--- src/rtl/handshake_pkg.sv ---
// Shared constants for the handshake constant arbiter slice.
//   BASE_CONST   : value of requester 0's default constant; requester i gets BASE_CONST + i
//   ISSUE_CNT_W  : width of the optional output-handshake counter
//   default_consts(): builds the default flattened constant table
package handshake_pkg;

  localparam int unsigned BASE_CONST  = 32'h44;
  localparam int unsigned ISSUE_CNT_W = 16;

  // Widest table default_consts() can build (16 requesters x 256 bits).
  localparam int unsigned CONST_MAX_W = 4096;

  // Entry i = BASE_CONST + i, masked to w bits, at bit offset i*w.
  function automatic logic [CONST_MAX_W-1:0] default_consts(input int unsigned n,
                                                              input int unsigned w);
    logic [CONST_MAX_W-1:0] res;
    logic [CONST_MAX_W-1:0] mask;
    logic [CONST_MAX_W-1:0] val;
    res  = '0;
    mask = (CONST_MAX_W'(1) << w) - CONST_MAX_W'(1);
    for (int unsigned i = 0; i < n; i++) begin
      val = CONST_MAX_W'(BASE_CONST + i) & mask;
      res = res | (val << (i * w));
    end
    return res;
  endfunction

endpackage

--- src/rtl/rr_arbiter.sv ---
// Round-robin selector: searches req ascending from ptr (mod NUM_REQ) and
// returns the first asserted requester. Purely combinational.
//   req     : request vector
//   ptr     : index where the search starts
//   grant_c : one-hot grant (all zero when nothing requests)
//   idx_c   : binary index of the granted requester
//   any_c   : at least one request present
module rr_arbiter #(
  parameter int unsigned NUM_REQ = 4,
  parameter int unsigned IDX_W   = 2
) (
  input  logic [NUM_REQ-1:0] req,
  input  logic [IDX_W-1:0]   ptr,
  output logic [NUM_REQ-1:0] grant_c,
  output logic [IDX_W-1:0]   idx_c,
  output logic               any_c
);

  int unsigned j;

  // First-hit search; any_c blocks later hits so the grant stays one-hot.
  always_comb begin
    grant_c = '0;
    idx_c   = '0;
    any_c   = 1'b0;
    j       = 0;
    for (int unsigned off = 0; off < NUM_REQ; off++) begin
      j = (32'(ptr) + off) % NUM_REQ;
      if (!any_c && req[j]) begin
        any_c      = 1'b1;
        grant_c[j] = 1'b1;
        idx_c      = IDX_W'(j);
      end
    end
  end

endmodule

--- src/rtl/handshake_const_arb.sv ---
// Round-robin arbiter that turns per-requester control tokens into the
// requester's constant, held in a one-entry output register.
// Optional feature: define HANDSHAKE_CONST_ARB_ISSUE_CNT_EN to add issue_cnt,
// a wrapping count of output handshakes.
//   clk        : clock, rising edge
//   rst        : asynchronous active-low reset
//   ctrl_valid : per-requester token valid
//   ctrl_ready : per-requester token accepted (at most one bit high)
//   outs       : issued constant
//   outs_idx   : requester that owns outs
//   outs_valid : output token valid
//   outs_ready : consumer accepts the output token
//   issue_cnt  : (optional) output handshake count
module handshake_const_arb
  import handshake_pkg::*;
#(
  parameter int unsigned NUM_REQ    = 4,
  parameter int unsigned DATA_WIDTH = 32,
  parameter logic [NUM_REQ*DATA_WIDTH-1:0] CONSTS =
    (NUM_REQ*DATA_WIDTH)'(default_consts(NUM_REQ, DATA_WIDTH)),
  localparam int unsigned IDX_W = (NUM_REQ > 2) ? $clog2(NUM_REQ) : 1
) (
  input  logic                  clk,
  input  logic                  rst,
  input  logic [NUM_REQ-1:0]    ctrl_valid,
  output logic [NUM_REQ-1:0]    ctrl_ready,
  output logic [DATA_WIDTH-1:0] outs,
  output logic [IDX_W-1:0]      outs_idx,
  output logic                  outs_valid,
`ifdef HANDSHAKE_CONST_ARB_ISSUE_CNT_EN
  output logic [ISSUE_CNT_W-1:0] issue_cnt,
`endif
  input  logic                  outs_ready
);

  logic                  full;
  logic [DATA_WIDTH-1:0] data_q;
  logic [IDX_W-1:0]      idx_q;
  logic [IDX_W-1:0]      ptr;

  logic [NUM_REQ-1:0]    grant_c;
  logic [IDX_W-1:0]      win_idx_c;
  logic                  any_c;
  logic                  can_acc_c;
  logic                  ctrl_hs_c;
  logic [IDX_W-1:0]      ptr_next_c;

  rr_arbiter #(
    .NUM_REQ (NUM_REQ),
    .IDX_W   (IDX_W)
  ) u_rr_arbiter (
    .req     (ctrl_valid),
    .ptr     (ptr),
    .grant_c (grant_c),
    .idx_c   (win_idx_c),
    .any_c   (any_c)
  );

  // Register can take a token when empty or when it drains this cycle.
  assign can_acc_c  = !full || outs_ready;
  // Gated by rst so ctrl_ready is low during reset without a clock edge.
  assign ctrl_hs_c  = any_c && can_acc_c && rst;
  assign ctrl_ready = ctrl_hs_c ? grant_c : '0;

  assign ptr_next_c = (win_idx_c == IDX_W'(NUM_REQ - 1)) ? '0 : win_idx_c + IDX_W'(1);

  // Output register and round-robin pointer.
  always_ff @(posedge clk or negedge rst) begin
    if (!rst) begin
      full   <= 1'b0;
      data_q <= '0;
      idx_q  <= '0;
      ptr    <= '0;
    end else if (ctrl_hs_c) begin
      full   <= 1'b1;
      data_q <= CONSTS[win_idx_c*DATA_WIDTH +: DATA_WIDTH];
      idx_q  <= win_idx_c;
      ptr    <= ptr_next_c;
    end else if (outs_ready) begin
      full   <= 1'b0;
    end
  end

  assign outs       = data_q;
  assign outs_idx   = idx_q;
  assign outs_valid = full;

`ifdef HANDSHAKE_CONST_ARB_ISSUE_CNT_EN
  // Wrapping count of output handshakes.
  always_ff @(posedge clk or negedge rst) begin
    if (!rst) begin
      issue_cnt <= '0;
    end else if (full && outs_ready) begin
      issue_cnt <= issue_cnt + ISSUE_CNT_W'(1);
    end
  end
`endif

endmodule

--- config.mk ---
export PLATFORM = sky130hd
export DESIGN_NAME = handshake_const_arb
export DESIGN_NICKNAME = d
export VERILOG_FILES = /design/src/rtl/handshake_pkg.sv /design/src/rtl/rr_arbiter.sv /design/src/rtl/handshake_const_arb.sv
export SDC_FILE = /design/constraint.sdc
export NUM_CORES = 1
export LEC_CHECK = 0
export ABC_AREA = 1
export CAP_MARGIN = 25
export CORE_UTILIZATION = 37
export CTS_CLUSTER_SIZE = 28
export DETAILED_ROUTE_END_ITERATION = 8
export GPL_TIMING_DRIVEN = 0
export MAX_ROUTING_LAYER = met4
export PLACE_DENSITY = 0.88
export SLEW_MARGIN = 10
export SYNTH_ARGS = -nofsm -noshare
export SYNTH_HDL_FRONTEND = slang
export SYNTH_HIERARCHICAL = 1
export SYNTH_SLANG_ARGS = --single-unit
export TNS_END_PERCENT = 100
--- constraint.sdc ---
create_clock -name clk -period 2 [get_ports clk]
set_input_delay 0.4 -clock clk [delete_from_list [all_inputs] [get_ports clk]]
set_output_delay 0.4 -clock clk [all_outputs]
set_load 0.01 [all_outputs]
==> flow_summary.json, run 1 <==
{
  "drc": 0,
  "initial_core_util_pct": 39.1,
  "worst_slack_ns": -0.299,
  "utilization_pct": 62.8,
  "combPwrFrac_pct": 86.6,
  "n_fill_cell": 206,
  "finalClockSkew_ns": 0.00225,
  "fin_crit_sh_pct": 115,
  "dp.final_hpwl_microns": 1490,
  "syn_inst": 142,
  "rr_startpoint": "ptr[0]",
  "wl_microns": 2350,
  "num_io_pins": 46,
  "path_clk_slew_ns": 0.04,
  "grt_pass1_wl_microns": 3460,
  "cts-root-buf": "clkbuf_4",
  "cts_made_buffers": 3,
  "worstSetupStartpointType": "flop",
  "track_usage_pct": 17.4,
  "dieArea_sq_um": 2830,
  "num_vias": 1045,
  "diodes": 0,
  "drt_iter0_drc": 21,
  "cts_hold_buf": 0,
  "switchingPower_mw": 1.27,
  "drive_gt1_share_pct": 45.9,
  "die_y_microns": 53.2,
  "fin_hold_ws_ns": 0.415,
  "r2r_end": "ptr[1]",
  "hp-class": "in -> async",
  "rows": 18,
  "hold_viol": 0,
  "cts_tree": "yes",
  "synth_warnings": 6,
  "pwr-share-seq_pct": 9.0,
  "clockPowerShare_pct": 4.4,
  "ys_seq_area_share_pct": 15.5,
  "antenna_found_initial": 0,
  "r2r_slack_ns": 0.04,
  "drtAntennaViolNets": 0,
  "final_cell_count_no_fill": 235,
  "period_minus_slack_ns": 2.30,
  "placed_cell_area_sq_um": 1330,
  "synth_cell_types": 18,
  "coreArea_sq_um": 2480,
  "clock_latency_ns": 0.24,
  "power_density_nw_per_um2": 1610,
  "vdd_drop_max_mv": 0.826,
  "path_max_fanout": 5,
  "final_net_count": 220,
  "gp_congestion": 0.880,
  "internal-power_mw": 1.23,
  "grt_pass1_vias": 821,
  "wl_per_cell_microns": 9.99,
  "dr.pass1.iters": 4,
  "max-cap-violations": 0,
  "crit_type": "reg -> out",
  "setup_violations": 4,
  "cts.path.max_buffers": 2,
  "placement.io_buffers": 17,
  "avgSynthCellArea_sq_um": 6.82,
  "netlist_area_sq_um": 968,
  "cp.arrival_ns": 1.90,
  "fin_area_sq_um": 1560,
  "grt_max_degree": 9,
  "dieWidth_microns": 53.2,
  "cp-end-kind": "primary output",
  "fmax_mhz": 435,
  "violations": "setup timing",
  "reg2reg_depth": 14,
  "slew_viol_final": 0,
  "synth-seq-cells": 6,
  "grt.overflow.total": 0,
  "routed_via_density": 4.45,
  "rsz0062_at_grt": "true",
  "h-tree-depth": 1,
  "dpl.cell_count": 216,
  "swShare_pct": 50.7,
  "cts.sinks": 6,
  "area_growth_syn_to_layout_pct": 60.6,
  "cp.required_ns": 1.60,
  "outcome": "finished with violations",
  "leakagePower_nw": 0.844
}
## synth_stat cells (all sizes together)
| cell type | count | share of area [%] |
|---|---|---|
| buf | 32 | 25 |
| nand2 | 36 | 18 |
| nand3 | 20 | 12 |
| nor2 | 7 | 3.5 |
| ha | 6 | 7.8 |
| nand4 | 7 | 4.5 |
| a21oi | 7 | 3.6 |
| inv | 16 | 6.2 |
| dfrtp | 6 | 16 |
| conb | 1 | 0.39 |
| a21boi | 4 | 3.1 |
## state kept, by name, summed over array words and instances (netlist names)
| signal | count |
|---|---|
| outs | 3 |
| outs_valid | 1 |
| ptr | 2 |
## area by class of cell
class	instances	area (sq um)	area share, %
buffer	32	244	15.7
clock buffer	3	22.5	1.45
inverter	16	72.6	4.67
multi-input combinational	115	727	46.7
sequential	6	153	9.81
tap	30	37.5	2.41
timing repair buffer	33	299	19.2
## kinds of logic after synthesis
family                   synth area share [%]
buffers and inverters                    31.4
flip-flops                               15.5
AND/OR/NAND/NOR                          38.2
AO/OA/AOI/OAI                            6.72
adder cells (fa/ha/maj)                  7.75
other                                   0.387
## worst max path at each step
stage,start,endpoint,slack (ns)
2_1_floorplan,ptr[0],ctrl_ready[0],-0.03
3_3_place_gp,ctrl_valid[3],ctrl_ready[0],-0.91
3_5_place_dp,ctrl_valid[1],ctrl_ready[0],-0.93
4_1_cts,ptr[0],ctrl_ready[0],-0.30
5_1_grt,ptr[0],ctrl_ready[2],-0.41
6_report,ptr[0],ctrl_ready[3],-0.30
## metal layers
metal  track usage [%]  vias to the layer above  wire length, microns
met2              30.8                       47                  1200
met1              20.1                      464                   992
met5                 -                        -                     0
met3              3.45                        4                   119
met4              3.95                        0                    32
li1                  -                      530                     -
## per-stage QoR
stage | setup WS, ns | total power [mW] | setup TNS, ns
6_report | -0.299 | 2.50 | -1.18
3_5_place_dp | -0.927 | 1.72 | -4.61
5_1_grt | -0.406 | 2.70 | -1.75
4_1_cts | -0.302 | 2.19 | -1.20
2_1_floorplan | -0.0282 | 1.37 | -0.113
3_3_place_gp | -0.909 | 1.68 | -4.39
## critical path, stage by stage, from the launching register on
cell and delay, ns:
dfrtp_2 0.42, inv_6 0.05, ha_4 0.30, inv_4 0.04
nand2_2 0.05, nand2_2 0.06, nor2_4 0.10, buf_6 0.11
nand4_1 0.09, nand2_2 0.11, inv_4 0.06, nand2_8 0.09
nor2_4 0.05, buf_6 0.11
## power by group through the flow
| stage | sequential, mW | combinational, mW | clock (mW) |
|---|---|---|---|
| after floorplan | 0.244 | 1.13 | 0 |
| after global placement | 0.247 | 1.43 | 0 |
| after detailed placement | 0.250 | 1.47 | 0 |
| after CTS | 0.224 | 1.85 | 0.111 |
| after global routing | 0.230 | 2.34 | 0.124 |
| final | 0.226 | 2.16 | 0.110 |
## cells in the final DEF, fill, tap and decap left out, types with 6 or more instances in the layout
cell	instances
a21oi_1	7
buf_4	45
buf_6	7
clkdlybuf4s50_1	10
conb_1	28
inv_1	8
nand2_1	20
nand2_2	12
nand3_1	16
nand4_1	7
nor2_4	6
## repair_timing
action | 4_1_cts | 5_1_grt
pin swaps | 9 | 6
endpoints found under the setup margin | 6 | 6
gates resized for setup | 37 | 11
buffers inserted | 13 | 3
(Power assumes the default switching activity.)
==> inputs of run 2 (changes only) <==
- SKIP_LAST_GASP: not set -> 1
==> results of run 2 <==
The final DEF is identical to that of run 1; final timing and power are the same.
==> inputs of run 3 (changes only) <==
- SLEW_MARGIN: 10 -> 20
==> results of run 3 <==
The final DEF is identical to that of run 1; final timing and power are the same.
